## src/rtl/wisc_pkg.sv

```systemverilog
// Shared definitions for the WISC pipeline: width defaults, ALU-op encodings,
// and the execute-handoff state encoding.
package wisc_pkg;

  localparam int DW_DEF = 16;
  localparam int RW_DEF = 3;

  localparam logic [4:0] OP_HALT  = 5'b00000;
  localparam logic [4:0] OP_NOP   = 5'b00001;
  localparam logic [4:0] OP_ILL   = 5'b11010;
  localparam logic [4:0] OP_RTYPE = 5'b11011;

  typedef enum logic {
    ST_RUN    = 1'b0,
    ST_HALTED = 1'b1
  } state_e;

endpackage

```

## src/rtl/id_ex_hazard.sv

```systemverilog
// Load-use detector: a load sitting in execute whose destination is read by
// the instruction waiting in decode forces one bubble.
module id_ex_hazard #(
  parameter int RW = 3
) (
  input  logic          i_ex_valid,
  input  logic          i_ex_mem_rd,
  input  logic          i_ex_reg_we,
  input  logic [RW-1:0] i_ex_rd,
  input  logic [RW-1:0] i_id_rs,
  input  logic [RW-1:0] i_id_rt,
  input  logic          i_id_rs_used,
  input  logic          i_id_rt_used,
  output logic          o_hazard
);

  logic w_load;
  logic w_rs_hit;
  logic w_rt_hit;

  assign w_load   = i_ex_valid & i_ex_mem_rd & i_ex_reg_we;
  assign w_rs_hit = i_id_rs_used & (i_id_rs == i_ex_rd);
  assign w_rt_hit = i_id_rt_used & (i_id_rt == i_ex_rd);
  assign o_hazard = w_load & (w_rs_hit | w_rt_hit);

endmodule

```

## src/rtl/id_ex_stage.sv

```systemverilog
// Decode->execute pipeline register with valid/ready handshake, load-use
// stall, writeback operand bypass (on entry and while held), flush, HALT
// retirement and a sticky illegal-opcode flag.
module id_ex_stage
  import wisc_pkg::*;
#(
  parameter int DW = DW_DEF,
  parameter int RW = RW_DEF
) (
  input  logic          clk,
  input  logic          rst_n,
  input  logic          id_valid,
  output logic          id_ready,
  input  logic [4:0]    id_alu_op,
  input  logic [1:0]    id_op_ext,
  input  logic [RW-1:0] id_rs,
  input  logic [RW-1:0] id_rt,
  input  logic [RW-1:0] id_rd,
  input  logic          id_rs_used,
  input  logic          id_rt_used,
  input  logic [DW-1:0] id_a,
  input  logic [DW-1:0] id_b,
  input  logic [DW-1:0] id_imm,
  input  logic [DW-1:0] id_pc_inc,
  input  logic          id_reg_we,
  input  logic          id_mem_rd,
  input  logic          id_mem_wr,
  input  logic          flush,
  input  logic          wb_we,
  input  logic [RW-1:0] wb_reg,
  input  logic [DW-1:0] wb_data,
  output logic          ex_valid,
  input  logic          ex_ready,
  output logic [4:0]    ex_alu_op,
  output logic [1:0]    ex_op_ext,
  output logic [DW-1:0] ex_a,
  output logic [DW-1:0] ex_b,
  output logic [DW-1:0] ex_imm,
  output logic [DW-1:0] ex_pc_inc,
  output logic [RW-1:0] ex_rd,
  output logic          ex_reg_we,
  output logic          ex_mem_rd,
  output logic          ex_mem_wr,
  output logic          halted,
  output logic          err
);

  state_e        r_state;
  logic          r_ex_valid;
  logic          r_err;
  logic [4:0]    r_alu_op;
  logic [1:0]    r_op_ext;
  logic [DW-1:0] r_a;
  logic [DW-1:0] r_b;
  logic [DW-1:0] r_imm;
  logic [DW-1:0] r_pc_inc;
  logic [RW-1:0] r_rd;
  logic [RW-1:0] r_rs;
  logic [RW-1:0] r_rt;
  logic          r_reg_we;
  logic          r_mem_rd;
  logic          r_mem_wr;

  logic w_run;
  logic w_hazard;
  logic w_xfer;
  logic w_retire;
  logic w_halt_go;
  logic w_hold;
  logic w_byp_a_in;
  logic w_byp_b_in;

  id_ex_hazard #(.RW(RW)) u_hazard (
    .i_ex_valid   (r_ex_valid),
    .i_ex_mem_rd  (r_mem_rd),
    .i_ex_reg_we  (r_reg_we),
    .i_ex_rd      (r_rd),
    .i_id_rs      (id_rs),
    .i_id_rt      (id_rt),
    .i_id_rs_used (id_rs_used),
    .i_id_rt_used (id_rt_used),
    .o_hazard     (w_hazard)
  );

  assign w_run    = (r_state == ST_RUN);
  assign id_ready = w_run & ~flush & ~w_hazard & (~r_ex_valid | ex_ready);
  assign w_xfer   = id_valid & id_ready;
  assign w_retire = r_ex_valid & ex_ready;
  // Flush squashes the retiring slot too, so a flushed HALT never halts.
  assign w_halt_go = w_run & ~flush & w_retire & (r_alu_op == OP_HALT);
  assign w_hold    = w_run & ~flush & r_ex_valid & ~ex_ready;

  assign w_byp_a_in = wb_we & id_rs_used & (wb_reg == id_rs);
  assign w_byp_b_in = wb_we & id_rt_used & (wb_reg == id_rt);

  // Control: run/halt state, execute-slot occupancy, sticky error flag.
  always_ff @(posedge clk or negedge rst_n) begin
    if (!rst_n) begin
      r_state    <= ST_RUN;
      r_ex_valid <= 1'b0;
      r_err      <= 1'b0;
    end else if (!w_run) begin
      r_ex_valid <= 1'b0;
    end else if (flush) begin
      r_ex_valid <= 1'b0;
    end else begin
      if (w_xfer && id_alu_op == OP_ILL) r_err <= 1'b1;
      if (w_halt_go) begin
        r_state    <= ST_HALTED;
        r_ex_valid <= 1'b0;
      end else if (w_xfer) begin
        r_ex_valid <= 1'b1;
      end else if (w_retire) begin
        r_ex_valid <= 1'b0;
      end
    end
  end

  // Payload: load on transfer with bypass, or refresh operands while held.
  always_ff @(posedge clk or negedge rst_n) begin
    if (!rst_n) begin
      r_alu_op <= '0;
      r_op_ext <= '0;
      r_a      <= '0;
      r_b      <= '0;
      r_imm    <= '0;
      r_pc_inc <= '0;
      r_rd     <= '0;
      r_rs     <= '0;
      r_rt     <= '0;
      r_reg_we <= 1'b0;
      r_mem_rd <= 1'b0;
      r_mem_wr <= 1'b0;
    end else if (w_xfer) begin
      r_alu_op <= id_alu_op;
      r_op_ext <= id_op_ext;
      r_a      <= w_byp_a_in ? wb_data : id_a;
      r_b      <= w_byp_b_in ? wb_data : id_b;
      r_imm    <= id_imm;
      r_pc_inc <= id_pc_inc;
      r_rd     <= id_rd;
      r_rs     <= id_rs;
      r_rt     <= id_rt;
      r_reg_we <= id_reg_we;
      r_mem_rd <= id_mem_rd;
      r_mem_wr <= id_mem_wr;
    end else if (w_hold) begin
      if (wb_we && wb_reg == r_rs) r_a <= wb_data;
      if (wb_we && wb_reg == r_rt) r_b <= wb_data;
    end
  end

  assign ex_valid  = r_ex_valid;
  assign ex_alu_op = r_alu_op;
  assign ex_op_ext = r_op_ext;
  assign ex_a      = r_a;
  assign ex_b      = r_b;
  assign ex_imm    = r_imm;
  assign ex_pc_inc = r_pc_inc;
  assign ex_rd     = r_rd;
  assign ex_reg_we = r_reg_we;
  assign ex_mem_rd = r_mem_rd;
  assign ex_mem_wr = r_mem_wr;
  assign halted    = ~w_run;
  assign err       = r_err;

endmodule

```

## config.mk

```make
export PLATFORM = sky130hd
export DESIGN_NAME = id_ex_stage
export DESIGN_NICKNAME = d
export VERILOG_FILES = /design/src/rtl/wisc_pkg.sv /design/src/rtl/id_ex_hazard.sv /design/src/rtl/id_ex_stage.sv
export SDC_FILE = /design/constraint.sdc
export NUM_CORES = 1
export LEC_CHECK = 0
export ABC_AREA = 1
export BUFFER_PORTS_ARGS = -buffer_cell sky130_fd_sc_hd__buf_2
export CAP_MARGIN = 10
export CORE_MARGIN = 2
export CORE_UTILIZATION = 48
export DETAILED_ROUTE_END_ITERATION = 16
export PLACE_DENSITY = 0.8
export SYNTH_ARGS = -nofsm -noshare
export SYNTH_HDL_FRONTEND = slang
export SYNTH_SLANG_ARGS = --single-unit
export TNS_END_PERCENT = 5
```

## constraint.sdc

```tcl
create_clock -name clk -period 2 [get_ports clk]
set_input_delay 0.4 -clock clk [delete_from_list [all_inputs] [get_ports clk]]
set_output_delay 0.4 -clock clk [all_outputs]
set_load 0.01 [all_outputs]
```

==> results.yml, run 1 <==
run_status:
  status: "complete, no violations"
synthesis:
  synth_ff_type: "dfrtp_1"
  synthArstFlopShare_pct: 100
  netlist_area_mm2: 0.00454
  synth_cells: 636
  synth_edf_count: 0
  ys_top_cells_by_area: "dfrtp_1 47%, nand2_1 31%, nand4_1 4.7%, nand3_1 3.9%, buf_6 1.7%"
  ys_ff_latch: 86
  synth.top_cell.area_share_pct: 47.4
  synth_seq_area_share_pct: 47.4
  synth.distinct_cells: 22
  synth.largest_area_cell: "dfrtp_1"
  syn-num-nets: 746
  yosys_warnings: 0
  syn_area_per_cell_um2: 7.14
worst_setup_path:
  cpMostUsedCell: "nand2_1"
  critical_path_depth: 10
  crit_chain: "inv_2 > nand2_1 > nand2_1 > nor2_1 > nand2_1 > nand2_1 > nand2_2 > nand2_1 > nor2_1 > buf_2"
  endpoint_kind: "output port"
  crit_slowest_cell: "dfrtp_1"
  setup.worst_path.class: "reg2out"
  worstSetupStartpointType: "flop"
  crit_buf_inv: 2
  worst-path-max-fanout: 4
  r2r_cells: 12
  cp.arrival_ps: 1520
  max_stage_delay_ps: 430
  path_delay_family: "simple AND/OR/NAND/NOR gates"
  required_ps: 1600
floorplanning:
  start_util_pct: 49.4
  std_cell_rows: 35
  die_height_um: 101
  fp.dieW_um: 101
  die_area_mm2: 0.0103
  ios: 191
  core-area_mm2: 0.00920
worst_hold_path:
  hold_depth: 3
  min_path_type: "in2reg"
global_routing:
  grt_use_total_pct: 26.9
  grt_pass1_vias: 4826
  grt_util_met1_pct: 34.0
  antenna_found_initial: 0
  met2_usage_pct: 44.9
  gr-usage-met3_pct: 6.14
  grt_max_degree: 34
  overflow: 0
  grt_busiest_layer: "met2"
  grt_pass1_wl_um: 21800
pwr:
  peakVddDrop_mv: 0.612
  powerDensity_mw_per_mm2: 1230
  power.leakage_nw: 3.52
drt:
  ant_nets: 0
  routed_via_density: 5.23
  routed_wl_um: 13500
  firstDrtPassIters: 6
  vias: 4916
  drc: 0
  wire_per_inst_um: 14.4
  drtIter0Drc: 296
finish:
  syn_to_final_growth_pct: 28.3
  final_area_mm2: 0.00582
  fin_cells: 940
  mostFrequentLayoutCell: "nand2_1"
  fill_cells: 827
  drive_above_1_share_pct: 30.3
  antennaDiodeCount: 0
  final_cell_mix: "373 x nand2_1, 189 x buf_2, 86 x dfrtp_1, 35 x nand3_1, 34 x nand4_1"
  fin_nets: 934
clock_network:
  clkTransAtPathRegs_ps: 100
  clock_sinks: 86
  cts_buffer_depth: 2
  cts_max_level: 3
  cts_made_buffers: 9
  root_buffer: "clkbuf_8"
  clk_latency_ps: 360
  cts_tree: "yes"
timing:
  min_period_ps: 1920
  fmax_ghz: 0.520
  finalClockSkew_ps: 14.8
  fin_hold_ws_ps: 226
  rsz0062_at_grt: "true"
  setup_viol: 0
  maxSlewHeadroom_pct: 71.4
  max_slew.worst_pin.slew_ps: 429
  hold_viol: 0
  slew_viol_final: 0
  setup_ws_ps: 77.4
  min_period_over_period_pct: 96.1
placed_design:
  pre_cts_slack_ps: 69.5
  place_hpwl_um: 10200
  place_congestion: 1.05
  dp.cells: 922
  portBuffers: 190
  placed_area_mm2: 0.00558
flow_run:
  maxCapViolations: 0
## flip-flops by register name, indices dropped and copies added, names as in the netlist, 2 cells and up
signal and cells:
ex_a 16, ex_op_ext 2, ex_alu_op 5, r_rt 3, ex_pc_inc 16, ex_rd 3
r_rs 3, ex_imm 16, ex_b 16
## path summary, 6_finish.rpt
check | from | to | slack (ps)
min | id_imm[9] | ex_imm[9] | 230
max | ex_rd[0] | id_ready | 80
min reg2reg | ex_a[4] | ex_a[4] | 480
max in group asynchronous | rst_n | ex_imm[13] | 910
max reg2reg | ex_rd[0] | ex_b[7] | 170
min in group asynchronous | rst_n | ex_b[9] | 530
## cells in the mapped netlist, types with 2 or more instances
library cell and n:
inv_1 16, xnor2_1 6, buf_4 6, o21ai_0 13, nor2_1 14, nor2_4 2, buf_1 2, inv_2 6
nand2_2 4, nor2_2 4, nand3_1 35, nand4_1 34, nand2_1 377, dfrtp_1 86, clkbuf_1 7, buf_2 12
buf_6 7
## what timing repair did
action	in CTS	in global routing
endpoints found under the hold margin	28	0
resized for setup	0	6
hold buffers	1	0
setup buffers	0	1
setup endpoints to repair	0	16
## power by group
part / internal, mW / total (mW) / switching (mW)
registers: 2.52 / 3.01 / 0.493
logic: 1.15 / 2.81 / 1.66
clock network: 0.634 / 1.32 / 0.682
total: 4.31 / 7.14 / 2.83
## worst min-delay path: cells and delay by family
kind,cells,cell delay (ps)
and+or+nand+nor,2,80
buffers and inverters,1,70
## routing by layer
layer	share of wire [%]	vias to the layer above
met5	0	-
met4	3.0	0
met3	9.3	44
met2	47	275
met1	40	2227
li1	-	2370
## final cells by class
cell class / instances / area, um^2 / share of cell area, %
Clock inverter: 6 / 76.3 / 1.31
Multi-Input combinational cell: 494 / 2100 / 36.0
Clock buffer: 10 / 138 / 2.36
Timing Repair Buffer: 211 / 1140 / 19.6
Tap cell: 111 / 139 / 2.39
Sequential cell: 86 / 2150 / 37.0
Inverter: 22 / 82.6 / 1.42
## through the flow
| step | util, % | power [mW] | TNS [ps] |
|---|---|---|---|
| 2_1_floorplan | - | 4.54 | 0 |
| 3_3_place_gp | 60.7 | 5.71 | 0 |
| 5_1_grt | 63.3 | 7.66 | -101 |
| 6_report | 63.3 | 7.14 | 0 |
| 3_5_place_dp | 60.7 | 5.82 | 0 |
| 4_1_cts | 63.1 | 7.17 | 0 |
## logic make-up after synthesis
kind of cell	Yosys count	synth area share [%]
DFF	86	47.4
AOI/OAI and AO/OA	14	1.60
buffers and inverters	56	6.62
and+or+nand+nor	474	43.2
xor gates and xnor gates	6	1.16
(Power assumes the default switching activity.)
==> run 2, diff against run 1 <==
Settings changed: ABC_AREA 1 to default, CORE_UTILIZATION 48 to 46, MAX_ROUTING_LAYER from default to met4, SETUP_SLACK_MARGIN from default to 0.2.
==> run 2 against run 1 <==
  * The flow now finishes with violations (setup timing)
  * Sequential cell count unchanged
  * Largest power group unchanged
  * Non-clock buffer count up 12
  * Wire length down 22%
  * Utilization up 5.5 points
  * Area after synthesis down 14%
==> results.yml, run 2 <==
run_status:
  status: "finished, violations left"
  violations: "setup timing"
pwr:
  p_total_mw: 6.90
  peakVddDrop_mv: 0.706
  powerDensity_mw_per_mm2: 1220
  power.leakage_nw: 2.72
worst_setup_path:
  worst-path-max-fanout: 4
  setup.worst_path.class: "reg2out"
  cp.arrival_ps: 1640
  r2r_cells: 7
  endpoint_kind: "output port"
  worstSetupStartpointType: "flop"
  required_ps: 1600
clock_network:
  clkTransAtPathRegs_ps: 90
  cts_hold_buf: 0
  cts_made_buffers: 9
  cts_max_level: 3
  root_buffer: "clkbuf_8"
  clk_latency_ps: 340
  cts_tree: "yes"
  cts_buffer_depth: 2
  clock_sinks: 86
drt:
  drtIter0Drc: 97
  firstDrtPassIters: 4
  ant_nets: 0
  routed_wl_um: 10600
  wire_per_inst_um: 16.5
  drc: 0
  vias: 3403
  routed_via_density: 5.30
global_routing:
  overflow: 0
  grt_use_total_pct: 22.8
  grt_pass1_wl_um: 15900
  grt_pass1_vias: 3355
  antenna_found_initial: 0
  grt_max_degree: 42
timing:
  fmax_ghz: 0.490
  maxSlewHeadroom_pct: 68.2
  setup_ws_ps: -41.3
  rsz0062_at_grt: "true"
  slew_viol_final: 0
  min_period_over_period_pct: 102
  hold_viol: 0
  finalClockSkew_ps: 8.68
  fin_hold_ws_ps: 4.57
  min_period_ps: 2040
  setup_viol: 30
  max_slew.worst_pin.slew_ps: 477
synthesis:
  netlist_area_mm2: 0.00390
  synthTopCellsByCount: "86 x dfrtp_1, 34 x mux2_2, 33 x nor2_1, 33 x nor3_1, 31 x a221oi_1"
  synth.largest_area_cell: "dfrtp_1"
  synth_seq_area_share_pct: 55.1
  ys_ff_latch: 86
  syn_area_per_cell_um2: 12.3
  ys_top_cells_by_area: "dfrtp_1 55%, mux2_2 9.8%, a221oi_1 7.0%, mux2_1 4.9%, nor3_1 4.2%"
  synth_ff_type: "dfrtp_1"
  synth_edf_count: 0
  syn-num-nets: 428
  synth.distinct_cells: 32
  yosys_warnings: 0
  synth.top_cell.area_share_pct: 55.1
  synth_cells: 318
  yosysMostFrequentCell: "dfrtp_1"
  synthArstFlopShare_pct: 100
finish:
  antennaDiodeCount: 0
  register_area_mm2: 0.00215
  final_area_mm2: 0.00565
  mostFrequentLayoutCell: "buf_2"
  fill_cells: 626
  fin_nets: 642
  fin_cells: 642
  final_cell_mix: "189 x buf_2, 85 x dfrtp_1, 33 x nor3_1, 32 x nor2_1, 28 x mux2_2"
  utilization_pct: 68.8
  multiInputGateArea_mm2: 0.00174
  drive_above_1_share_pct: 57.5
  syn_to_final_growth_pct: 44.7
placed_design:
  place_hpwl_um: 7700
  dp.cells: 621
  placed_area_mm2: 0.00517
  place_congestion: 0.777
  portBuffers: 190
flow_run:
  maxCapViolations: 0
floorplanning:
  die_height_um: 96.1
  fp.dieW_um: 96.1
  std_cell_rows: 33
  ios: 191
  core-area_mm2: 0.00822
  die_area_mm2: 0.00924
  start_util_pct: 47.5
worst_hold_path:
  min_path_type: "in2async"
-- run 2: cell families (layout without fill, tap and decap cells) --
logic type / count (synthesis) / in the layout / synth area share [%]
xor gates and xnor gates: 18 / 18 / 4.04
DFF: 86 / 86 / 55.1
and+or+nand+nor: 88 / 88 / 11.6
muxes: 51 / 51 / 14.7
AOI/OAI and AO/OA: 38 / 38 / 9.42
buffers and inverters: 37 / 256 / 5.13
-- run 2: through the flow --
step | worst slack, ps | TNS, ps
after floorplan | 53.7 | 0
after global placement | -25.1 | -208
after detailed placement | -93.5 | -733
after CTS | -61.2 | -787
after global routing | -137 | -6210
final | -41.3 | -517
-- run 2: power breakdown --
group / leakage [nW] / internal, mW / switching (mW)
Combinational: 1.62 / 1.38 / 1.28
Clock: 0.116 / 0.772 / 0.607
Sequential: 0.981 / 2.45 / 0.420
-- run 2: worst paths after layout --
kind	from	endpoint	slack, ps
max	ex_rd[1]	id_ready	-40
min	rst_n	ex_pc_inc[8]	5
max reg2reg	ex_rd[1]	ex_imm[2]	-30
min reg2reg	err	err	460
max in group asynchronous	rst_n	ex_rd[2]	1400
min in group clk	id_pc_inc[12]	ex_pc_inc[12]	270
-- run 2: final cells by class --
cell class              instances  area share, %
flip-flops and latches         86           38.1
inverters                      17           1.13
multi-input cells             195           30.8
well taps                     105           2.32
clock inverters                 5           1.44
repair buffers                223           23.6
clock buffers                  11           2.68
-- run 2: metal layers --
layer,up-vias,track usage [%],wire (um)
met5,-,-,0
met4,0,7.02,138
met3,14,3.99,708
met2,140,37.6,5360
met1,1664,28.8,4380
li1,1585,-,-
-- run 2: worst max-delay path, stage by stage, from the launching register on --
cell and delay [ps]:
dfrtp_1 440, xnor2_1 190, nand4_1 190, a21oi_4 200
buf_6 120, nor2_2 30, buf_2 130
-- run 2: repair_timing --
action | CTS | global route
resized for setup | 10 | 31
setup endpoints to repair | 82 | 85
buffers inserted | 2 | 3
gates cloned | 0 | 0
pin swaps | 4 | 3
==> run 3, diff against run 2 <==
==> constraint.sdc (replaced) <==
create_clock -name clk -period 2 [get_ports clk]
set_input_delay 0 -clock clk [delete_from_list [all_inputs] [get_ports clk]]
set_output_delay 0 -clock clk [all_outputs]
set_load 0.01 [all_outputs]
==> run 3 against run 2 <==
  * The flow now finishes without violations
  * Worst hold slack improved by 4.1 ps
  * Sequential cell count unchanged
  * Clock skew shrank 0.66 ps
  * Utilization grew 9.3 points
  * Critical path depth is 2 higher
  * Via count is 13% higher
  * Non-clock buffer count grew 68
  * Register-to-register slack gained 90 ps
  * Fmax rose by 5.1%
  * Critical path type is now reg2reg
  * Largest cell class unchanged
  * Largest power group is now combinational logic
  * Highest routed layer unchanged
==> results.yml, run 3 (synthesized netlist as in run 2, its figures left out) <==
worst_setup_path:
  endpoint_kind: "flop"
  cpMostUsedCell: "buf_12"
  crit_slowest_cell: "dfrtp_2"
  crit_buf_inv: 3
  critical_path_depth: 8
  worst-path-max-fanout: 4
  crit_chain: "xnor2_2 > nand4_1 > a21oi_4 > nand2b_4 > buf_12 > buf_12 > clkbuf_16 > mux2_4"
  max_stage_delay_ps: 450
  required_ps: 2230
  cp.arrival_ps: 2170
  r2r_cells: 8
  path_delay_family: "flip-flops"
  setup.worst_path.class: "reg2reg"
  worstSetupStartpointType: "flop"
timing:
  finalClockSkew_ps: 8.02
  fmax_ghz: 0.515
  setup_viol: 0
  rsz0062_at_grt: "true"
  slew_viol_final: 0
  min_period_ps: 1940
  min_period_over_period_pct: 97.1
  max_slew.worst_pin.slew_ps: 568
  hold_viol: 0
  maxSlewHeadroom_pct: 62.2
  setup_tns_ps: 0
finish:
  mostFrequentLayoutCell: "buf_2"
  fill_cells: 524
  drive_above_1_share_pct: 48.7
  fin_nets: 712
  final_cell_mix: "189 x buf_2, 85 x dfrtp_1, 71 x dlygate4sd3_1, 33 x nor2_1, 33 x nor3_1"
  final_area_mm2: 0.00642
  syn_to_final_growth_pct: 64.3
  antennaDiodeCount: 0
drt:
  drc: 0
  routed_wl_um: 13300
  ant_nets: 0
  vias: 3834
  firstDrtPassIters: 4
  wire_per_inst_um: 18.7
  drtIter0Drc: 173
  routed_via_density: 5.39
floorplanning:
  fp.dieW_um: 96.1
  core-area_mm2: 0.00822
  std_cell_rows: 33
  ios: 191
  die_height_um: 96.1
  start_util_pct: 47.5
  die_area_mm2: 0.00924
clock_network:
  cts_tree: "yes"
  cts_buffer_depth: 2
  cts_made_buffers: 9
  clk_latency_ps: 340
  root_buffer: "clkbuf_8"
  clock_sinks: 86
  clkTransAtPathRegs_ps: 80
  cts_max_level: 3
placed_design:
  place_congestion: 0.780
  placed_area_mm2: 0.00500
  place_hpwl_um: 7660
  portBuffers: 190
worst_hold_path:
  hold_depth: 3
  min_path_type: "in2reg"
global_routing:
  overflow: 0
  grt_pass1_vias: 3914
  grt_pass1_wl_um: 19100
  grt_max_degree: 46
  grt_use_total_pct: 28.1
  antenna_found_initial: 0
pwr:
  peakVddDrop_mv: 0.706
  powerDensity_mw_per_mm2: 1100
  p_total_mw: 7.04
  power.leakage_nw: 3.08
run_status:
  status: "complete, no violations"
flow_run:
  maxCapViolations: 0
run 3: cell types whose count changed in the layout (fill, tap and decap cells not counted), moves of 3 or more:
cell / delta
buf_4: -7
buf_16: +3
mux2_2: -9
mux2_4: +10
a221oi_2: -11
clkbuf_16: +3
a221oi_1: +11
dlygate4sd3_1: +71
run 3: worst paths after layout:
path | from | to | slack, ps
worst max-delay path | ex_rd[2] | ex_mem_rd | 60
worst min-delay path | id_a[5] | ex_a[5] | 9
worst max register to register | ex_rd[2] | ex_mem_rd | 60
worst min register to register | err | err | 480
max in group asynchronous | rst_n | ex_pc_inc[14] | 1160
min in group asynchronous | rst_n | ex_pc_inc[7] | 180
run 3: cell type report:
type | instances | area (um^2) | area share (%)
clock buffers | 11 | 141 | 2.20
clock inverters | 4 | 47.5 | 0.741
inverters | 17 | 63.8 | 0.995
multi-input cells | 197 | 1730 | 27.0
flip-flops and latches | 86 | 2150 | 33.6
well taps | 105 | 131 | 2.05
repair buffers | 291 | 2150 | 33.5
run 3: through the flow:
step	worst slack (ps)	util (%)	std cells	hold WS, ps
6_report	57.2	78.1	711	8.70
2_1_floorplan	53.7	-	318	-296
5_1_grt	-1.19	78.1	711	15.6
3_3_place_gp	137	60.8	603	12.3
4_1_cts	90.9	75.4	706	0.358
3_5_place_dp	5.95	60.8	603	23.8
run 3: power by group:
| part | switching, mW | internal (mW) |
|---|---|---|
| combinational | 1.35 | 1.58 |
| sequential | 0.467 | 2.45 |
| clock | 0.595 | 0.602 |
| total | 2.41 | 4.63 |
run 3: repair_timing:
action	4_1_cts	5_1_grt
hold endpoints to repair	127	0
buffers inserted	11	1
endpoints found under the setup margin	85	85
pin swaps	9	6
hold buffers	71	0
gates cloned	6	4
gates resized for setup	10	29
run 3: routing by layer:
layer / vias to the layer above / GRT usage (%) / share of wire [%]
met4: 0 / 10.1 / 2.2
met1: 1893 / 32.7 / 39
met2: 197 / 48.6 / 51
met5: - / - / 0
li1: 1716 / - / -
met3: 28 / 5.17 / 8.0
run 3: worst reg2reg max path: stages (launching register included):
cell and delay, ps:
dfrtp_2 450, xnor2_2 160, nand4_1 160, a21oi_4 200, nand2b_4 200, buf_12 120, buf_12 100, clkbuf_16 140
mux2_4 310
